--- src/rtl/axis_bit_gen_pkg.sv ---
`default_nettype none
//------------------------------------------------------------------------------
// Module  : axis_bit_gen_pkg
// Brief   : Shared types and width helpers for the AXI-stream bit-code
//           generator.
// Rev     : 1.0  initial release
//------------------------------------------------------------------------------
package axis_bit_gen_pkg;

   // Generator sequencing states
   typedef enum logic [1:0] {
      ST_IDLE = 2'd0,
      ST_CODE = 2'd1,
      ST_GAP  = 2'd2
   } state_t;

   // Bits needed to hold 0..n-1, never less than one
   function automatic int clog2_min1(input int n);
      return (n > 1) ? $clog2(n) : 1;
   endfunction

endpackage
`default_nettype wire

--- src/rtl/axis_bit_gen.sv ---
`default_nettype none
//------------------------------------------------------------------------------
// Module  : axis_bit_gen
// Brief   : AXI-stream bit-code generator. Each command emits a stored +/-1
//           code as +/-AMPLITUDE samples on the enabled lanes, repeated with
//           optional zero-gap beats after every repetition.
// Rev     : 1.0  initial release
//------------------------------------------------------------------------------
module axis_bit_gen
   import axis_bit_gen_pkg::*;
#(
   parameter int NUM_PARALLEL = 8,
   parameter int WAVE_WIDTH   = 6,
   parameter int AMPLITUDE    = (1 << (WAVE_WIDTH - 1)) - 1,
   parameter int NUM_CORRS    = 1,
   parameter int CORR_LENGTH  = 1,
   parameter logic [NUM_CORRS*CORR_LENGTH-1:0] CORRELATORS = '0,
   parameter int GAP_BEATS    = 0,
   parameter int REPEAT_WIDTH = 8,
   localparam int CW          = clog2_min1(NUM_CORRS),
   localparam int CMD_WIDTH   = NUM_PARALLEL + CW + REPEAT_WIDTH
)(
   input  logic                             clk,
   input  logic                             rst,
   input  logic                             s_axis_tvalid,
   output logic                             s_axis_tready,
   input  logic [CMD_WIDTH-1:0]             s_axis_tdata,
   output logic                             m_axis_tvalid,
   input  logic                             m_axis_tready,
   output logic [WAVE_WIDTH*NUM_PARALLEL-1:0] m_axis_tdata,
   output logic                             m_axis_tlast,
   output logic [NUM_CORRS-1:0]             m_axis_tdest
);

   localparam int CHW = clog2_min1(CORR_LENGTH);
   localparam int GW  = clog2_min1(GAP_BEATS);
   localparam logic [CHW-1:0]        C_CHIP_LAST = CHW'(CORR_LENGTH - 1);
   localparam logic [GW-1:0]         C_GAP_LAST  = GW'((GAP_BEATS > 0) ? GAP_BEATS - 1 : 0);
   localparam logic [CW:0]           C_NUM_CODES = (CW + 1)'(NUM_CORRS);
   localparam logic [WAVE_WIDTH-1:0] C_POS       = WAVE_WIDTH'(AMPLITUDE);
   localparam logic [WAVE_WIDTH-1:0] C_NEG       = WAVE_WIDTH'(-AMPLITUDE);

   state_t                          r_state, w_nxt_state;
   logic [NUM_PARALLEL-1:0]         r_mask, w_cmd_mask, w_cur_mask;
   logic [CW-1:0]                   r_idx, w_cmd_idx, w_cur_idx;
   logic [REPEAT_WIDTH-1:0]         r_rpt, w_cmd_rpt, w_cur_rpt;
   logic [REPEAT_WIDTH-1:0]         r_rep, w_cur_rep, w_nxt_rep;
   logic [CHW-1:0]                  r_chip, w_cur_chip, w_nxt_chip;
   logic [GW-1:0]                   r_gap, w_cur_gap, w_nxt_gap;
   logic                            w_in_gap, w_fire, w_adv, w_accept, w_idx_ok;
   logic                            w_rep_more, w_beat_last, w_chip_bit;
   logic [(1<<CHW)-1:0]             w_code;
   logic [WAVE_WIDTH-1:0]           w_sample;
   logic [WAVE_WIDTH*NUM_PARALLEL-1:0] w_beat_data;
   logic                            r_valid, r_last;
   logic [WAVE_WIDTH*NUM_PARALLEL-1:0] r_data;
   logic [NUM_CORRS-1:0]            r_dest;

   // A new command is only taken once the final beat has left the output register
   assign s_axis_tready = ~rst & (r_state == ST_IDLE) & ~r_valid;
   assign w_accept      = s_axis_tvalid & s_axis_tready;
   assign w_adv         = ~r_valid | m_axis_tready;

   assign w_cmd_mask = s_axis_tdata[NUM_PARALLEL-1:0];
   assign w_cmd_idx  = s_axis_tdata[NUM_PARALLEL +: CW];
   assign w_cmd_rpt  = s_axis_tdata[NUM_PARALLEL + CW +: REPEAT_WIDTH];
   assign w_idx_ok   = ({1'b0, w_cmd_idx} < C_NUM_CODES);

   // Position of the beat being produced; in IDLE the first beat comes straight from the command
   always_comb begin
      w_cur_mask = r_mask;
      w_cur_idx  = r_idx;
      w_cur_rpt  = r_rpt;
      w_cur_rep  = r_rep;
      w_cur_chip = r_chip;
      w_cur_gap  = r_gap;
      w_in_gap   = (r_state == ST_GAP);
      w_fire     = w_adv;
      if (r_state == ST_IDLE) begin
         w_cur_mask = w_cmd_mask;
         w_cur_idx  = w_cmd_idx;
         w_cur_rpt  = w_cmd_rpt;
         w_cur_rep  = '0;
         w_cur_chip = '0;
         w_cur_gap  = '0;
         w_in_gap   = 1'b0;
         w_fire     = w_accept & w_idx_ok;
      end
   end

   // Next-state and counter advance after the current beat is produced
   always_comb begin
      w_nxt_state = r_state;
      w_nxt_chip  = r_chip;
      w_nxt_gap   = r_gap;
      w_nxt_rep   = r_rep;
      w_beat_last = 1'b0;
      w_rep_more  = (w_cur_rep < w_cur_rpt);
      if (w_fire) begin
         w_nxt_chip = w_cur_chip;
         w_nxt_gap  = w_cur_gap;
         w_nxt_rep  = w_cur_rep;
         if (!w_in_gap && (w_cur_chip != C_CHIP_LAST)) begin
            w_nxt_state = ST_CODE;
            w_nxt_chip  = w_cur_chip + 1'b1;
         end else if (!w_in_gap && (GAP_BEATS > 0)) begin
            w_nxt_state = ST_GAP;
            w_nxt_gap   = '0;
         end else if (w_in_gap && (w_cur_gap != C_GAP_LAST)) begin
            w_nxt_state = ST_GAP;
            w_nxt_gap   = w_cur_gap + 1'b1;
         end else if (w_rep_more) begin
            w_nxt_state = ST_CODE;
            w_nxt_chip  = '0;
            w_nxt_rep   = w_cur_rep + 1'b1;
         end else begin
            w_nxt_state = ST_IDLE;
            w_beat_last = 1'b1;
         end
      end
   end

   // Select the active code; chips are sent MSB first
   always_comb begin
      w_code = '0;
      w_code[CORR_LENGTH-1:0] = CORRELATORS[0 +: CORR_LENGTH];
      for (int n = 0; n < NUM_CORRS; n++) begin
         if (w_cur_idx == CW'(n))
            w_code[CORR_LENGTH-1:0] = CORRELATORS[n*CORR_LENGTH +: CORR_LENGTH];
      end
   end

   assign w_chip_bit = w_code[C_CHIP_LAST - w_cur_chip];
   assign w_sample   = w_chip_bit ? C_POS : C_NEG;

   for (genvar n = 0; n < NUM_PARALLEL; n++) begin : g_lane
      assign w_beat_data[n*WAVE_WIDTH +: WAVE_WIDTH] =
         (w_cur_mask[n] && !w_in_gap) ? w_sample : '0;
   end

   // State register
   always_ff @(posedge clk or posedge rst) begin
      if (rst) r_state <= ST_IDLE;
      else     r_state <= w_nxt_state;
   end

   // Command latch and chip/gap/repeat counters
   always_ff @(posedge clk or posedge rst) begin
      if (rst) begin
         r_mask <= '0;
         r_idx  <= '0;
         r_rpt  <= '0;
         r_chip <= '0;
         r_gap  <= '0;
         r_rep  <= '0;
      end else begin
         if (w_accept) begin
            r_mask <= w_cmd_mask;
            r_idx  <= w_cmd_idx;
            r_rpt  <= w_cmd_rpt;
         end
         r_chip <= w_nxt_chip;
         r_gap  <= w_nxt_gap;
         r_rep  <= w_nxt_rep;
      end
   end

   // Output register; holds while the downstream stalls
   always_ff @(posedge clk or posedge rst) begin
      if (rst) begin
         r_valid <= 1'b0;
         r_data  <= '0;
         r_last  <= 1'b0;
         r_dest  <= '0;
      end else if (w_adv) begin
         r_valid <= w_fire;
         r_last  <= w_fire & w_beat_last;
         if (w_fire) begin
            r_data <= w_beat_data;
            r_dest <= NUM_CORRS'(w_cur_idx);
         end
      end
   end

   assign m_axis_tvalid = r_valid;
   assign m_axis_tdata  = r_data;
   assign m_axis_tlast  = r_last;
   assign m_axis_tdest  = r_dest;

endmodule
`default_nettype wire

--- config.mk ---
export PLATFORM = sky130hd
export DESIGN_NAME = axis_bit_gen
export DESIGN_NICKNAME = d
export VERILOG_FILES = /design/src/rtl/axis_bit_gen_pkg.sv /design/src/rtl/axis_bit_gen.sv
export SDC_FILE = /design/constraint.sdc
export NUM_CORES = 1
export LEC_CHECK = 0
export CORE_MARGIN = 1.5
export CORE_UTILIZATION = 50
export CTS_CLUSTER_SIZE = 25
export DETAILED_ROUTE_END_ITERATION = 8
export PLACE_DENSITY = 0.82
export RECOVER_POWER = 100
export SLEW_MARGIN = 20
export SYNTH_ARGS = -nofsm -noshare
export SYNTH_HDL_FRONTEND = slang
export SYNTH_SLANG_ARGS = --single-unit
--- constraint.sdc ---
create_clock -name clk -period 5.3 [get_ports clk]
set_input_delay 0.795 -clock clk [delete_from_list [all_inputs] [get_ports clk]]
set_output_delay 0.795 -clock clk [all_outputs]
set_load 0.005 [all_outputs]
# Yosys cells after proc, flatten, opt, wreduce, memory -nomap -nowiden
# Index checks and enable logic that the tools add are counted.
dict set report word_totals {
  word_cells 73
  input_bits 21
  regBits 80
}
dict set report op_classes {
  bitwise_logic 8
  n_reduce_logical 13
  magnitude_cmp 3
  n_addsub 4
  eq_ne 1
  n_mux 33
}
# cell count
set ops {}
lappend ops {{$mux W6} 9}
lappend ops {{$mux W8} 6}
lappend ops {{$mux W1} 16}
lappend ops {{$logic_and A1 B1 Y1} 10}
lappend ops {{$add A8 B1 Y8 const B} 1}
lappend ops {{$lt A8 B8 Y1} 1}
lappend ops {{$and A1 B1 Y1} 5}
lappend ops {{$mux W2} 2}
lappend ops {{$add A1 B1 Y1 const B} 2}
lappend ops {{$eq A2 B2 Y1 const B} 1}
lappend ops {{$logic_not A2 Y1} 1}
lappend ops {{$lt A1 B2 Y1 const B} 1}
lappend ops {{$not A1 Y1} 2}
lappend ops {{$reduce_and A2 Y1} 1}
lappend ops {{$logic_not A1 Y1} 1}
lappend ops {{$lt A1 B1 Y1 const B} 1}
lappend ops {{$or A1 B1 Y1} 1}
lappend ops {{$sub A1 B1 Y1 const A} 1}

# Logic depth before layout (Yosys ltp)
dict set report depth {
  ltp_word 8
  ltp_mapped 12
}

# Least setup slack after synthesis
# No wires, ideal clock.
dict set report synth_path {
  path_type {input -> register}
  from {in rst}
  to {reg r_mask[7]}
  path_stages 4
  arrival_ns 2.767
  setup_time_ns 0.128
  path_slack_ns 2.405
  path_cell_list {inv_1 -> nand3_1 -> buf_2 -> mux2_1}
}
dict set report synth_between {
  elab_chain_len 4
}
# item line_no
set synth_rtl {}
lappend synth_rtl {{from (decl)} axis_bit_gen.sv:24} ;# input logic rst,
lappend synth_rtl {{$not A1 Y1} axis_bit_gen.sv:60} ;# assign s_axis_tready = ~rst & (r_state == ST_IDLE) & ~r_valid;
lappend synth_rtl {{$and A1 B1 Y1 (2 in a row)} axis_bit_gen.sv:60}
lappend synth_rtl {{$and A1 B1 Y1} axis_bit_gen.sv:61} ;# assign w_accept = s_axis_tvalid & s_axis_tready;
lappend synth_rtl {{to (signal assigned)} axis_bit_gen.sv:158} ;# r_mask <= w_cmd_mask;
lappend synth_rtl {{to (decl)} axis_bit_gen.sv:44} ;# logic [NUM_PARALLEL-1:0] r_mask, w_cmd_mask, w_cur_mask;
# Every way passes these cells.
# A chain may end at the register's enable or synchronous reset.

# Final worst setup path
dict set report layout_path {
  from {reg r_state[0]}
  to {reg r_rep[6]}
}
dict set report layout_between {
  elab_chain_len 6
  elab_cells_between_ends 20
  cone_classes {1 x add/sub; 1 x order compare; 1 x eq/ne; 9 x mux; 4 x bitwise; 4 x reduce/logical}
}
# item line_no
set layout_rtl {}
lappend layout_rtl {{from (decl)} axis_bit_gen.sv:43} ;# state_t r_state, w_nxt_state;
lappend layout_rtl {{from (signal assigned)} axis_bit_gen.sv:144} ;# else r_state <= w_nxt_state;
lappend layout_rtl {{$logic_not A2 Y1} {axis_bit_gen.sv:60, axis_bit_gen.sv:79}}
lappend layout_rtl {{$mux W8 / $and A1 B1 Y1 (equally long branches)} {axis_bit_gen.sv:79, axis_bit_gen.sv:60}}
lappend layout_rtl {{$add A8 B1 Y8 (tied with other cells)} axis_bit_gen.sv:115} ;# w_nxt_rep = w_cur_rep + 1'b1;
lappend layout_rtl {{$mux W8 / $and A1 B1 Y1 (equally long branches)} {axis_bit_gen.sv:112, axis_bit_gen.sv:61}}
lappend layout_rtl {{$mux W8 / $and A1 B1 Y1 (equally long branches)} {axis_bit_gen.sv:109, axis_bit_gen.sv:87}}
lappend layout_rtl {{$mux W8 / $mux W1 (equally long branches)} {axis_bit_gen.sv:103, axis_bit_gen.sv:79}}
lappend layout_rtl {{to (signal assigned)} axis_bit_gen.sv:164} ;# r_rep <= w_nxt_rep;
lappend layout_rtl {{to (decl)} axis_bit_gen.sv:47} ;# logic [REPEAT_WIDTH-1:0] r_rep, w_cur_rep, w_nxt_rep;
# Several ways; a longest one is shown, not always the timed one.

==> run summary <==
Run status: completed
Critical path arrival: 3.80 ns
Hold Path Origin: r_rpt[5]$_DFFE_PP0P_
HPWL after DPL: 3176 um
Crit-path slowest cell: or2_0
Post-Route Setup TNS: 0 ns
GRT Total Usage: 18.43%
Synth Instances: 235
Vias/cell: 5.389
CP max FO: 18
Syn_area_per_cell: 10.32 um^2
Slew Limit Fails: 0
Power Density: 517.7 nW/um^2
Drt pass-1 iters: 4
Min-delay worst type: reg2reg
Cts hold-fix bufs: 0
Gate power share: 43.1%
Worst rel slew slack: 37.71%
Final hold violation count: 0
Core Area: 4692 um^2
Synthesized area: 2426 um^2
DIE AREA: 5279 um^2
Hold Path End: r_rpt[5]$_DFFE_PP0P_
CTS Buf Count: 5
Ys flop type: dfrtp_1
Sequential element share of the synthesized area: 41.26%
Clk pwr share: 20.1%
Placed insts: 312
Sw Share: 35.62%
Worst reg2reg endpoint: r_rep[6]$_DFFE_PP0P_
Layout cells sized above 1: 7.170%
P&R area growth vs syn: 14.60%
Sw Pwr: 0.5127 mW
Number of global-route vias before repair: 1581
Period minus WS final: 3.593 ns
Largest stage delay on the critical path: 0.75 ns
Tightest Pin Transition: 0.9343 ns
# diodes: 0
Max cap viols: 0
Flop pwr share: 36.8%
Unique masters post-synth: 45
Gates resized, CTS repair: 0
Largest net degree at the start of global routing: 42
Worst-path clk slew: 0.08 ns
Final count of negative-setup-slack endpoints: 0
CTS root buffer: clkbuf_8
Longest Clk Path Bufs: 2
Routed Antenna Nets: 0
Initial antenna violation count: 0
GRT overflow: 0
CP delay by family, top: simple AND/OR/NAND/NOR gates
Max Clock Skew: 0.005013 ns
Setup crit start: r_state[0]$_DFFE_PP0P_
CTS HTree Levels: 2
Int Power: 0.9265 mW
Crit-path cells: or2_0 -> and2_0 -> ha_1 -> nor4b_1 -> a311oi_1 -> o311ai_4 -> nor4_1 -> xnor2_1
Wire length of the first global-routing pass: 7431 um
Port bufs: 40
DRT iter0 DRCs: 75
Peak VDD IR: 0.3440 mV
Total number of vias: 1719
YS warnings: 0
Drt total wl: 4491 um
Hold depth: 1
Wire per inst: 14.08 um
RD Place Congestion: 0.8503
Die width: 72.66 um
CTS tree: built
R2R depth: 8
Crit path launch type: register
R2R Setup Slk: 1.71 ns
Synth Register Bits: 40
Num rows: 25
Fraction of registers with async set/reset: 100.0%
Crit Path Class: reg2reg
Worst R2R Start: r_state[0]$_DFFE_PP0P_
Starting Density: 51.71%
P_leak: 1.257 nW
Crit path capture type: register
WP data required: 5.51 ns
Fin cells: 319
Post-synth EDFFs: 0
Final Net Count: 294
Setup bufs post-CTS: 0
I/O Pins: 73
Final Cycle Share: 67.80%
DR DRC count: 0
Worst-Skew Late Latency: 0.29 ns
Die height: 72.66 um
Buf/Inv on CP: 0
RSZ-0062 raised after global routing: no
Clk sinks: 40
Peak Freq: 278.3 MHz
[layout make-up]
type                    count  area, um^2
clock buffers               5       68.82
clock inverters             2       60.06
fillers                   386        1912
inverters                   4       15.01
multi-input cells         171        1149
flip-flops and latches     40        1001
well taps                  54       67.56
repair buffers             43       419.2
[metal layers]
metal	vias to the layer above	wire [um]	global-route usage, %
met4	0	61	6.289
met5	-	0	0
met1	837	2006	24.64
met3	5	261	4.420
li1	801	-	-
met2	76	2162	29.46
[sequential cells by signal, summed over array words and instances (netlist names)]
register and flops:
r_state 2, m_axis_tvalid 1, m_axis_tlast 1, r_idx 1, m_axis_tdest 1, r_rpt 8
m_axis_tdata 8, r_chip 1, r_rep 8, r_gap 1, r_mask 8
[per-stage QoR]
stage / hold slack, ns / total power, mW / worst slack (ns) / utilization (%) / cell area (um^2)
after detailed placement: 0.4833 / 1.184 / 1.703 / 56.83 / 2666
after floorplan: 0.4635 / 0.9941 / 2.405 / - / 2542
after CTS: 0.5010 / 1.481 / 1.610 / 59.57 / 2795
after global placement: 0.4724 / 1.154 / 1.856 / 56.83 / 2666
final: 0.4947 / 1.439 / 1.707 / 59.25 / 2780
after global routing: 0.5153 / 1.549 / 1.396 / 59.25 / 2780
[power groups by stage]
| stage | sequential (mW) | clock [mW] | combinational, mW |
|---|---|---|---|
| finish | 0.530 | 0.289 | 0.621 |
| global route | 0.548 | 0.304 | 0.696 |
| CTS | 0.530 | 0.294 | 0.657 |
| detailed placement | 0.534 | 0 | 0.650 |
| global placement | 0.528 | 0 | 0.626 |
| floorplan | 0.500 | 0 | 0.494 |
[cell usage after synthesis (2+ instances only)]
master | count | share of area (%)
buf_4 | 40 | 12
dfrtp_1 | 40 | 41
nor2_1 | 22 | 3.4
nand2_1 | 18 | 2.8
mux2_1 | 11 | 5.1
a221oi_1 | 8 | 2.9
and2_1 | 8 | 2.1
ha_1 | 8 | 4.1
mux2i_1 | 8 | 3.3
xnor2_1 | 7 | 2.5
clkbuf_1 | 6 | 0.93
mux2_2 | 6 | 2.8
inv_1 | 4 | 0.62
nand3_1 | 4 | 0.83
buf_6 | 3 | 1.4
nand2b_1 | 3 | 0.77
nor4_1 | 3 | 0.77
o21ai_0 | 3 | 0.62
a2bb2oi_1 | 2 | 0.72
and3_1 | 2 | 0.52
buf_2 | 2 | 0.41
nand4_1 | 2 | 0.52
nor3_2 | 2 | 0.83
o21ai_1 | 2 | 0.41
[how the worst max path moves through the flow]
stage,to,slack (ns),depth (start not counted)
2_1_floorplan,r_mask[7]$_DFFE_PP0P_,2.40,4
3_3_place_gp,r_rep[7]$_DFFE_PP0P_,1.86,8
3_5_place_dp,r_rep[6]$_DFFE_PP0P_,1.70,8
4_1_cts,r_rep[7]$_DFFE_PP0P_,1.61,8
5_1_grt,r_rep[6]$_DFFE_PP0P_,1.40,8
6_report,r_rep[6]$_DFFE_PP0P_,1.71,8
[cells by family (layout without fill, tap and decap cells)]
kind of cell | Yosys count | in the layout | share of synthesized area (%)
buffers and inverters | 55 | 54 | 15.73
xor gates and xnor gates | 7 | 7 | 2.527
muxes | 25 | 25 | 11.19
and+or+nand+nor | 70 | 70 | 14.96
other | 1 | 32 | 0.1546
adders and majority gates | 8 | 8 | 4.126
DFF | 40 | 40 | 41.26
AOI/OAI and AO/OA | 29 | 29 | 10.06
[placed cells by master, fill, tap and decap left out, drive strengths merged, types with 2 or more instances in the layout]
| master | n |
|---|---|
| dlygate4sd3 | 20 |
| ha | 8 |
| nand2 | 18 |
| a2bb2oi | 2 |
| nor4 | 4 |
| a21boi | 2 |
| nand2b | 3 |
| dfrtp | 40 |
| and2 | 8 |
| and3 | 2 |
| conb | 32 |
| mux2 | 17 |
| nor2 | 22 |
| clkdlybuf4s50 | 20 |
| mux2i | 8 |
| nand4 | 2 |
| nand3 | 4 |
| buf | 2 |
| o21ai | 5 |
| bufinv | 2 |
| nor3 | 3 |
| clkbuf | 6 |
| a221oi | 9 |
| xnor2 | 7 |
| inv | 4 |
No activity file was read; power rests on OpenSTA's default activity.
